==> src/rtl/uart_cmd_assembler_if.sv <==
// uart_cmd_assembler_if: receive-byte, command, response and transmit signals
// of the UART command assembler. The slave modport is the assembler's view and
// the master modport is the surrounding UART/command-processor view.
interface uart_cmd_assembler_if;
   logic        rx_rdy;
   logic [7:0]  rx_data;
   logic        clr_rx_rdy;
   logic [15:0] cmd;
   logic        cmd_rdy;
   logic        clr_cmd_rdy;
   logic [7:0]  resp;
   logic        send_resp;
   logic        trmt;
   logic [7:0]  tx_data;
   logic        tx_done;
   logic        frm_err;

   modport master (
      output rx_rdy, rx_data, clr_cmd_rdy, resp, send_resp, tx_done,
      input  clr_rx_rdy, cmd, cmd_rdy, trmt, tx_data, frm_err
   );

   modport slave (
      input  rx_rdy, rx_data, clr_cmd_rdy, resp, send_resp, tx_done,
      output clr_rx_rdy, cmd, cmd_rdy, trmt, tx_data, frm_err
   );
endinterface

==> src/rtl/uart_cmd_assembler.sv <==
// uart_cmd_assembler: builds 16-bit commands from pairs of UART bytes (high
// byte first) and queues response bytes to the UART transmitter through a
// busy flag plus a one-entry overwrite buffer.
// Optional feature: define CMD_TIMEOUT_EN to drop a lone high byte when no low
// byte follows within TIMEOUT_CLKS clocks (frm_err pulses); otherwise the
// assembler waits for the low byte indefinitely and frm_err stays 0.
module uart_cmd_assembler #(
   parameter logic [15:0] TIMEOUT_CLKS = 16'd50000
) (
   input logic                 clk,
   input logic                 rst_n,
   uart_cmd_assembler_if.slave bus
);

   typedef enum logic {IDLE, WAIT_LO} state_t;

   state_t     state;
   state_t     state_nxt;
   logic       armed;
   logic       accept;
   logic       hi_take;
   logic       lo_take;
   logic       timeout;
   logic [7:0] hi_byte;

   logic       busy;
   logic       pend_vld;
   logic [7:0] pend_data;
   logic       done;
   logic       free;

   // A level-held rx_rdy must drop before another byte is taken, so a byte the
   // receiver has not yet knocked down is never accepted twice.
   assign accept = bus.rx_rdy & ~bus.clr_rx_rdy & armed;

`ifdef CMD_TIMEOUT_EN
   logic [15:0] cnt;

   assign timeout = (state == WAIT_LO) && !accept && (cnt == TIMEOUT_CLKS - 16'd1);

   // Inter-byte counter: held at zero in IDLE, counts every WAIT_LO cycle.
   always_ff @(posedge clk or negedge rst_n) begin
      if (!rst_n)
         cnt <= '0;
      else if (state == IDLE)
         cnt <= '0;
      else
         cnt <= cnt + 16'd1;
   end

   // One-cycle framing error when a high byte is abandoned.
   always_ff @(posedge clk or negedge rst_n) begin
      if (!rst_n)
         bus.frm_err <= 1'b0;
      else
         bus.frm_err <= timeout;
   end
`else
   logic unused_timeout_clks;

   assign unused_timeout_clks = ^TIMEOUT_CLKS;
   assign timeout             = 1'b0;
   assign bus.frm_err         = 1'b0;
`endif

   // Receive FSM state register.
   always_ff @(posedge clk or negedge rst_n) begin
      if (!rst_n)
         state <= IDLE;
      else
         state <= state_nxt;
   end

   // Receive FSM next state and byte-role decode.
   always_comb begin
      state_nxt = state;
      hi_take   = 1'b0;
      lo_take   = 1'b0;
      case (state)
         IDLE: begin
            hi_take = accept;
            if (accept)
               state_nxt = WAIT_LO;
         end
         WAIT_LO: begin
            lo_take = accept;
            if (accept || timeout)
               state_nxt = IDLE;
         end
         default: state_nxt = IDLE;
      endcase
   end

   // Receive datapath: knock-down pulse, high-byte hold, command and ready flag.
   always_ff @(posedge clk or negedge rst_n) begin
      if (!rst_n) begin
         bus.clr_rx_rdy <= 1'b0;
         armed          <= 1'b1;
         hi_byte        <= '0;
         bus.cmd        <= '0;
         bus.cmd_rdy    <= 1'b0;
      end else begin
         bus.clr_rx_rdy <= accept;
         if (accept)
            armed <= 1'b0;
         else if (!bus.rx_rdy)
            armed <= 1'b1;
         if (hi_take)
            hi_byte <= bus.rx_data;
         // completion wins over a coincident acknowledge
         if (lo_take) begin
            bus.cmd     <= {hi_byte, bus.rx_data};
            bus.cmd_rdy <= 1'b1;
         end else if (hi_take || bus.clr_cmd_rdy) begin
            bus.cmd_rdy <= 1'b0;
         end
      end
   end

   // tx_done is ignored while trmt is high so starts can never be back to back.
   assign done = bus.tx_done & busy & ~bus.trmt;
   assign free = ~busy | (done & ~pend_vld);

   // Transmit path: direct start when free, else park the newest byte.
   always_ff @(posedge clk or negedge rst_n) begin
      if (!rst_n) begin
         bus.trmt    <= 1'b0;
         bus.tx_data <= '0;
         busy        <= 1'b0;
         pend_vld    <= 1'b0;
         pend_data   <= '0;
      end else begin
         bus.trmt <= 1'b0;
         if (done && pend_vld) begin
            bus.trmt    <= 1'b1;
            bus.tx_data <= pend_data;
            pend_vld    <= 1'b0;
         end else if (bus.send_resp && free) begin
            bus.trmt    <= 1'b1;
            bus.tx_data <= bus.resp;
            busy        <= 1'b1;
         end else if (done) begin
            busy <= 1'b0;
         end
         if (bus.send_resp && !free) begin
            pend_vld  <= 1'b1;
            pend_data <= bus.resp;
         end
      end
   end

endmodule
==> src/flat_wrapper.sv <==
// flat-port wrapper written by rule: the top's interface ports become plain ports
module uart_cmd_assembler_flat 
#(
   parameter logic [15:0] TIMEOUT_CLKS = 16'd50000
)
  (clk, rst_n, bus_rx_rdy, bus_rx_data, bus_clr_cmd_rdy, bus_resp, bus_send_resp, bus_tx_done, bus_clr_rx_rdy, bus_cmd, bus_cmd_rdy, bus_trmt, bus_tx_data, bus_frm_err);
  uart_cmd_assembler_if bus_i ();
  input logic clk;
  input logic rst_n;
  input wire logic [$bits(bus_i.rx_rdy)-1:0] bus_rx_rdy;
  input wire logic [$bits(bus_i.rx_data)-1:0] bus_rx_data;
  input wire logic [$bits(bus_i.clr_cmd_rdy)-1:0] bus_clr_cmd_rdy;
  input wire logic [$bits(bus_i.resp)-1:0] bus_resp;
  input wire logic [$bits(bus_i.send_resp)-1:0] bus_send_resp;
  input wire logic [$bits(bus_i.tx_done)-1:0] bus_tx_done;
  output wire logic [$bits(bus_i.clr_rx_rdy)-1:0] bus_clr_rx_rdy;
  output wire logic [$bits(bus_i.cmd)-1:0] bus_cmd;
  output wire logic [$bits(bus_i.cmd_rdy)-1:0] bus_cmd_rdy;
  output wire logic [$bits(bus_i.trmt)-1:0] bus_trmt;
  output wire logic [$bits(bus_i.tx_data)-1:0] bus_tx_data;
  output wire logic [$bits(bus_i.frm_err)-1:0] bus_frm_err;
  assign bus_i.rx_rdy = bus_rx_rdy;
  assign bus_i.rx_data = bus_rx_data;
  assign bus_i.clr_cmd_rdy = bus_clr_cmd_rdy;
  assign bus_i.resp = bus_resp;
  assign bus_i.send_resp = bus_send_resp;
  assign bus_i.tx_done = bus_tx_done;
  assign bus_clr_rx_rdy = bus_i.clr_rx_rdy;
  assign bus_cmd = bus_i.cmd;
  assign bus_cmd_rdy = bus_i.cmd_rdy;
  assign bus_trmt = bus_i.trmt;
  assign bus_tx_data = bus_i.tx_data;
  assign bus_frm_err = bus_i.frm_err;
  uart_cmd_assembler #(.TIMEOUT_CLKS(TIMEOUT_CLKS)) u_core (.clk(clk), .rst_n(rst_n), .bus(bus_i));
endmodule
==> config.mk <==
export PLATFORM = sky130hd
export DESIGN_NAME = uart_cmd_assembler_flat
export DESIGN_NICKNAME = d
export VERILOG_FILES = /design/src/rtl/uart_cmd_assembler_if.sv /design/src/rtl/uart_cmd_assembler.sv /design/src/flat_wrapper.sv
export SDC_FILE = /design/constraint.sdc
export NUM_CORES = 1
export LEC_CHECK = 0
export CAP_MARGIN = 15
export CORE_MARGIN = 2
export CORE_UTILIZATION = 35
export DETAILED_ROUTE_END_ITERATION = 10
export MAX_ROUTING_LAYER = met4
export PLACE_DENSITY = 0.58
export SETUP_SLACK_MARGIN = 0.3
export SLEW_MARGIN = 0
export SYNTH_ARGS = -nofsm -noshare
export SYNTH_HDL_FRONTEND = slang
export SYNTH_SLANG_ARGS = --single-unit
==> constraint.sdc <==
create_clock -name clk -period 2.5 [get_ports clk]
set_clock_uncertainty 0.1 [all_clocks]
set_input_delay 0.25 -clock clk [delete_from_list [all_inputs] [get_ports clk]]
set_output_delay 0.25 -clock clk [all_outputs]
set_load 0.01 [all_outputs]
==> impl_metrics.yaml <==
logic_synthesis:
  ys_seq_elements: 47
  synth_seq_area_share_pct: 60.8
  yosysWarnings: 0
  synthAdderAreaFrac_pct: 1.29
  synthMuxAreaShare_pct: 29.5
  syn-num-nets: 147
  synth_top_family_by_area: "multiplexers"
  synth_ff_type: "dfrtp_1"
  synth_cell_types: 22
  syn-cell-area_um2: 1940
  synth_edf_count: 0
  syn_inst: 123
  synthArstFlopShare_pct: 100
  synth-compound-area-share_pct: 2.45
  synthSimpleGateAreaFrac_pct: 3.42
  syn_area_per_cell_um2: 15.7
  synthXorXnorAreaFrac_pct: 0
clocking:
  clock-sinks: 47
  clockBufferDepth: 2
  clk_latency_ns: 0.29
  ctsResizeCount: 0
  cts_buffers: 5
  htree_levels: 2
  cts_root_buf: "clkbuf_8"
  cts_tree: "yes"
  hold_buffers: 1
  post_cts_buffers: 0
  clkSlewWorstSetupHoldPaths_ns: 0.08
power:
  ir_drop_mv: 0.571
  power_mw: 2.83
  leakagePower_nw: 1.10
  cellPowerDensity_nw_per_um2: 1100
drt:
  avgRoutedWirePerCell_um: 14.0
  vias: 1144
  ant_nets: 0
  viasPerCell: 4.61
  wl_um: 3460
  dr.pass1.iters: 4
  drtIter0Drc: 39
  drc: 0
global_routing:
  grt_remaining_overflow: 0
  track_usage_pct: 12.9
  grt_max_degree: 36
  grt_antenna_before_repair: 0
  grt_pass1_vias: 1243
  grt_pass1_wl_um: 6020
place:
  port_buffers: 48
  place_ws_ns: 0.398
  hpwl_um: 2500
  place_congestion: 0.661
  placed_area_um2: 2480
  dp_cells: 239
sta:
  slew_headroom_pct: 63.4
  tightestPinTransition_ns: 0.549
  totalNegativeSetupSlack_ns: 0
  maxSlewViolCount: 0
  rsz0062_at_grt: "false"
  hold_viol_final: 0
  finalSetupViolCount: 0
  finalCriticalPeriod_ns: 1.84
  max_freq_ghz: 0.543
  min_period_over_period_pct: 73.7
  fin_ws_ns: 0.658
die:
  io_pins: 50
  fp.dieW_um: 78.4
  placementRows: 27
  die_y_um: 78.4
  start_util_pct: 35.6
  core_area_um2: 5440
  dieArea_um2: 6140
layout:
  drive_gt1_share_pct: 35.2
  area_growth_syn_to_layout_pct: 32.9
  final_cell_area_um2: 2570
  fill_cells: 484
  antennaDiodeCount: 0
  final-instance-count-excl-fill: 248
  fin_nets: 199
setup_path:
  cp-end-kind: "flip-flop"
  worstPathMaxFanout: 9
  cp.required_ns: 2.58
  worstPathArrival_ns: 1.92
  start_kind: "flip-flop"
  critical_path_class: "reg2reg"
min_path:
  min_path_type: "in2async"
job:
  max_cap_viol_count: 0
run_status:
  status: "completed"
per-stage QoR:
stage                     hold slack (ns)  util (%)
after floorplan                    -0.146         -
after global placement             0.0384      45.6
after detailed placement           0.0499      45.6
after CTS                           0.264      47.3
after global routing                0.287      47.3
final                               0.268      47.3
power by group:
| group | switching [mW] | internal, mW | leakage [nW] |
|---|---|---|---|
| logic | 0.391 | 0.734 | 0.506 |
| clock network | 0.246 | 0.196 | 0.0412 |
| registers | 0.175 | 1.09 | 0.554 |
| total | 0.812 | 2.02 | 1.10 |
flip-flops by register name, summed over array words and instances, names as in the netlist:
| register | cells |
|---|---|
| u_core.bus.cmd | 16 |
| u_core.bus.clr_rx_rdy | 1 |
| u_core.bus.tx_data | 8 |
| u_core.state | 1 |
| u_core.armed | 1 |
| u_core.bus.cmd_rdy | 1 |
| u_core.hi_byte | 8 |
| u_core.bus.trmt | 1 |
| u_core.pend_vld | 1 |
| u_core.pend_data | 8 |
| u_core.busy | 1 |
final timing paths:
path	slack, ns	from	cells past startpoint	end
max	0.66	u_core.armed	4	u_core.hi_byte[6]
min	0.27	rst_n	2	u_core.state
max reg2reg	0.66	u_core.armed	4	u_core.hi_byte[6]
min reg2reg	0.37	u_core.armed	2	u_core.armed
max in group asynchronous	1.30	rst_n	3	u_core.busy
min in group clk	0.37	u_core.armed	2	u_core.armed
area by class of cell:
cell class                 instances  area, um2  area share, %
clock inverter                     2       12.5          0.486
inverter                           2       7.51          0.292
tap                               72       90.1           3.50
multi-input combinational         68        713           27.7
timing repair buffer              51        500           19.4
sequential                        47       1180           45.7
clock buffer                       6       72.6           2.82
cells in the final DEF, fill, tap and decap left out, drive strengths merged, types with 2 or more instances in the layout:
cell type,instances
nor2,3
clkbuf,6
inv,2
a21o,2
buf,3
clkdlybuf4s50,47
dfrtp,46
ha,2
a21oi,4
mux2,48
nand2,3
worst max-delay path, stage by stage (launching register included):
cell     delay, ns
dfstp_2       0.53
nand2_1       0.05
nor2_1        0.19
ha_1          0.47
mux2_2        0.39
routing by layer:
layer | vias to the layer above | GRT usage [%] | part of all wire [%]
met1 | 574 | 17.2 | 45
met3 | 2 | 4.25 | 6.6
met4 | 0 | 3.16 | 0.35
met5 | - | - | 0
met2 | 40 | 19.1 | 48
li1 | 528 | - | -
cell families after synthesis:
| family | Yosys count |
|---|---|
| muxes | 48 |
| DFF | 47 |
| and+or+nand+nor | 11 |
| buffers and inverters | 8 |
| AOI/OAI and AO/OA | 6 |
| adders and majority gates | 2 |
| other | 1 |
cell usage after synthesis, types with 2 or more instances:
master	n	share of area [%]
dfrtp_1	46	59
inv_1	2	0.39
mux2_2	40	23
ha_1	2	1.3
nor2_1	3	0.58
mux2_4	8	6.2
nand2_1	3	0.58
a21oi_1	3	0.77
buf_4	2	0.77
clkbuf_1	2	0.39
(Power assumes the default switching activity.)
==> RTL edit, RTL diff (same flow settings) <==
Build with the macro `CMD_TIMEOUT_EN` defined.
--- a/src/rtl/uart_cmd_assembler.sv
+++ b/src/rtl/uart_cmd_assembler.sv
@@ -5,4 +5,6 @@
 // byte follows within TIMEOUT_CLKS clocks (frm_err pulses); otherwise the
 // assembler waits for the low byte indefinitely and frm_err stays 0.
+`define CMD_TIMEOUT_EN
+
 module uart_cmd_assembler #(
    parameter logic [15:0] TIMEOUT_CLKS = 16'd50000
Function: same outputs for any inputs over 10 cycles, from zero or initial values and one cycle with rst_n low; that may be too few to reach the edited logic, so the function may still have changed.
==> RTL edit against the original RTL <==
  * The flow now finishes with violations (hold timing)
  * Cell area increased by 35%
  * Non-clock buffer count shrank 1
  * Wire length rose by 48%
  * Combinational power decreased by 7%
  * Worst setup slack better by 0.0058 ns
  * Die area is 36% higher
  * Power rose by 23%
  * Area after synthesis grew 38%
  * Sequential cell count increased by 17
  * Critical path type unchanged
  * Largest power group unchanged
  * Highest routed layer unchanged
==> RTL edit: results (changes against the original RTL) <==
- Top FF cell, synth: dfrtp_1
- Post-Syn Nets: 231 (+57%)
- Root Buffer: clkbuf_8
- Synth top area cells: dfrtp_1 59%, mux2_2 13%, a221o_1 3.0%, and2_1 2.1%, a21oi_1 2.1%
- Static leakage: 1.44 nW (+31%)
- Crit path max fanout: 11 (+2)
- Antenna violations before repair: 0 (unchanged)
- Delay-heaviest family, CP: simple AND/OR/NAND/NOR gates
- Post-CTS sizing: 0 (unchanged)
- Tightest Hold Check Type: in -> async
- Min Hold Slack: -0.00912 ns (-0.277 ns)
- Fillers: 672 (+39%)
- Maximum vdd drop: 0.413 mV (-28%)
- CTS Buf Count: 9 (+4)
- H-tree levels: 3 (+1)
- Yosys cell types: 39 (+77%)
- CTS Buffer Depth: 2 (unchanged)
- Pin count of the biggest net entering global routing: 65 (+81%)
- Violated checks: hold timing
- Sequential area share after synthesis: 0.599 (-0.00872)
- Global-route wire length before repair: 8.58 mm (+43%)
- DRT iter0 DRCs: 80 (+110%)
- Fin nets: 286 (+44%)
- RePlAce Congestion: 0.727 (+10%)
- Largest regs: u_core.bus.cmd (16), u_core.cnt (16)
- Vias in the first global route: 1736 (+40%)
- Final Hold Fails: 8 (+8)
- Share of cells above drive strength 1: 0.209 (-0.143)
- IO Port Bufs: 49 (+2.1%)
- CP max stage cell: or4_1
- Worst-Skew Late Latency: 0.34 ns (+0.05 ns)
- Commonest cells in the netlist: 63 x dfrtp_1, 32 x mux2_2, 11 x a21oi_1
- Worst Max-Slew Pin Slew: 0.807 ns (+0.258 ns)
- Clock slew at reported path FFs: 0.08 ns (about the same)
- Setup Fix Bufs, Post-CTS: 0 (unchanged)
- CP arrival: 1.99 ns (+0.07 ns)
- Total GRT Usage: 0.135 (+0.00662)
- Post-synth EDFFs: 0 (unchanged)
- Status: complete, but fails checks
- Dpl hpwl: 3.34 mm (+34%)
- Vias: 1792 (+57%)
- Async S/R FF share, synth: 1.00 (unchanged)
- TritonRoute pass-1 iters: 5 (+1)
- Synth Warn #: 0 (unchanged)
- Slowest stage delay, CP: 0.59 ns (+0.06 ns)
- N_diodes: 0 (unchanged)
- Total routed wirelength: 5.13 mm (+48%)
==> RTL edit: changes by cell type after synthesis, moves of 5 or more <==
cell	unedited run	this run
mux2_4	8	0
dfrtp_1	46	63
inv_1	2	7
and2_1	0	9
mux2_2	40	32
nand3_1	0	5
a21oi_1	3	11
a221o_1	0	8
nand2_1	3	10
==> RTL edit: worst reg2reg max path: stages (launching register included) <==
cell     delay (ns)
dfrtp_1        0.39
ha_1           0.20
nand3_1        0.31
or4_1          0.59
a21oi_1        0.15
==> RTL edit: cell families (layout without fill, tap and decap cells) <==
group,Yosys count,count (layout),share of synthesized area
buf+inv,13,73,0.0220
simple gates,61,61,0.138
xor+xnor,3,3,0.00982
mux,35,35,0.146
flops,64,64,0.599
compound gates,31,31,0.0805
fa+ha+maj,1,1,0.00468
==> RTL edit: where the power goes <==
part	total, W	switching (W)	leakage [nW]	internal, W
combinational	0.00104	0.000387	0.547	0.000651
clock	0.000903	0.000408	0.100	0.000495
sequential	0.00155	0.000191	0.795	0.00136
total	0.00349	0.000987	1.44	0.00250
==> RTL edit: final timing paths <==
path                               start                  to  slack [ns]  depth (start not counted)
min in group clk              bus_rx_rdy        u_core.armed        0.34                          2
hold reg to reg             u_core.armed        u_core.armed        0.38                          2
hold / removal                     rst_n       u_core.cnt[4]      -0.009                          2
setup / recovery           u_core.cnt[0]      u_core.cnt[10]        0.66                          4
max in group asynchronous          rst_n  u_core.bus.frm_err        1.79                          2
setup reg to reg           u_core.cnt[0]      u_core.cnt[10]        0.66                          4
==> RTL edit: cell type report <==
| type | instances | area, um^2 | area share |
|---|---|---|---|
| clock buffer | 11 | 141 | 0.0408 |
| tap | 99 | 124 | 0.0358 |
| timing repair buffer | 50 | 493 | 0.142 |
| clock inverter | 5 | 63.8 | 0.0184 |
| inverter | 7 | 26.3 | 0.00758 |
| multi-input combinational | 131 | 1010 | 0.293 |
| sequential | 64 | 1600 | 0.463 |
==> RTL edit: routing by layer <==
metal  up-vias  global-route usage  wire, um
li1        865                   -         -
met5         -                   -         0
met4         0              0.0758        89
met3         9              0.0465       289
met1       874               0.175      2450
met2        44               0.184      2310
==> RTL edit: per-stage QoR <==
| step | power, W | setup slack [ns] | hold WS (ns) | cell area [um^2] | std cells |
|---|---|---|---|---|---|
| after global placement | 0.00261 | 0.589 | 0.367 | 3260 | 351 |
| final | 0.00349 | 0.664 | -0.00912 | 3460 | 367 |
| after CTS | 0.00355 | 0.638 | 0.0164 | 3460 | 367 |
| after global routing | 0.00369 | 0.510 | 0.0446 | 3460 | 367 |
| after detailed placement | 0.00262 | 0.560 | 0.363 | 3260 | 351 |
| after floorplan | 0.00205 | 0.913 | -0.146 | 2680 | 208 |
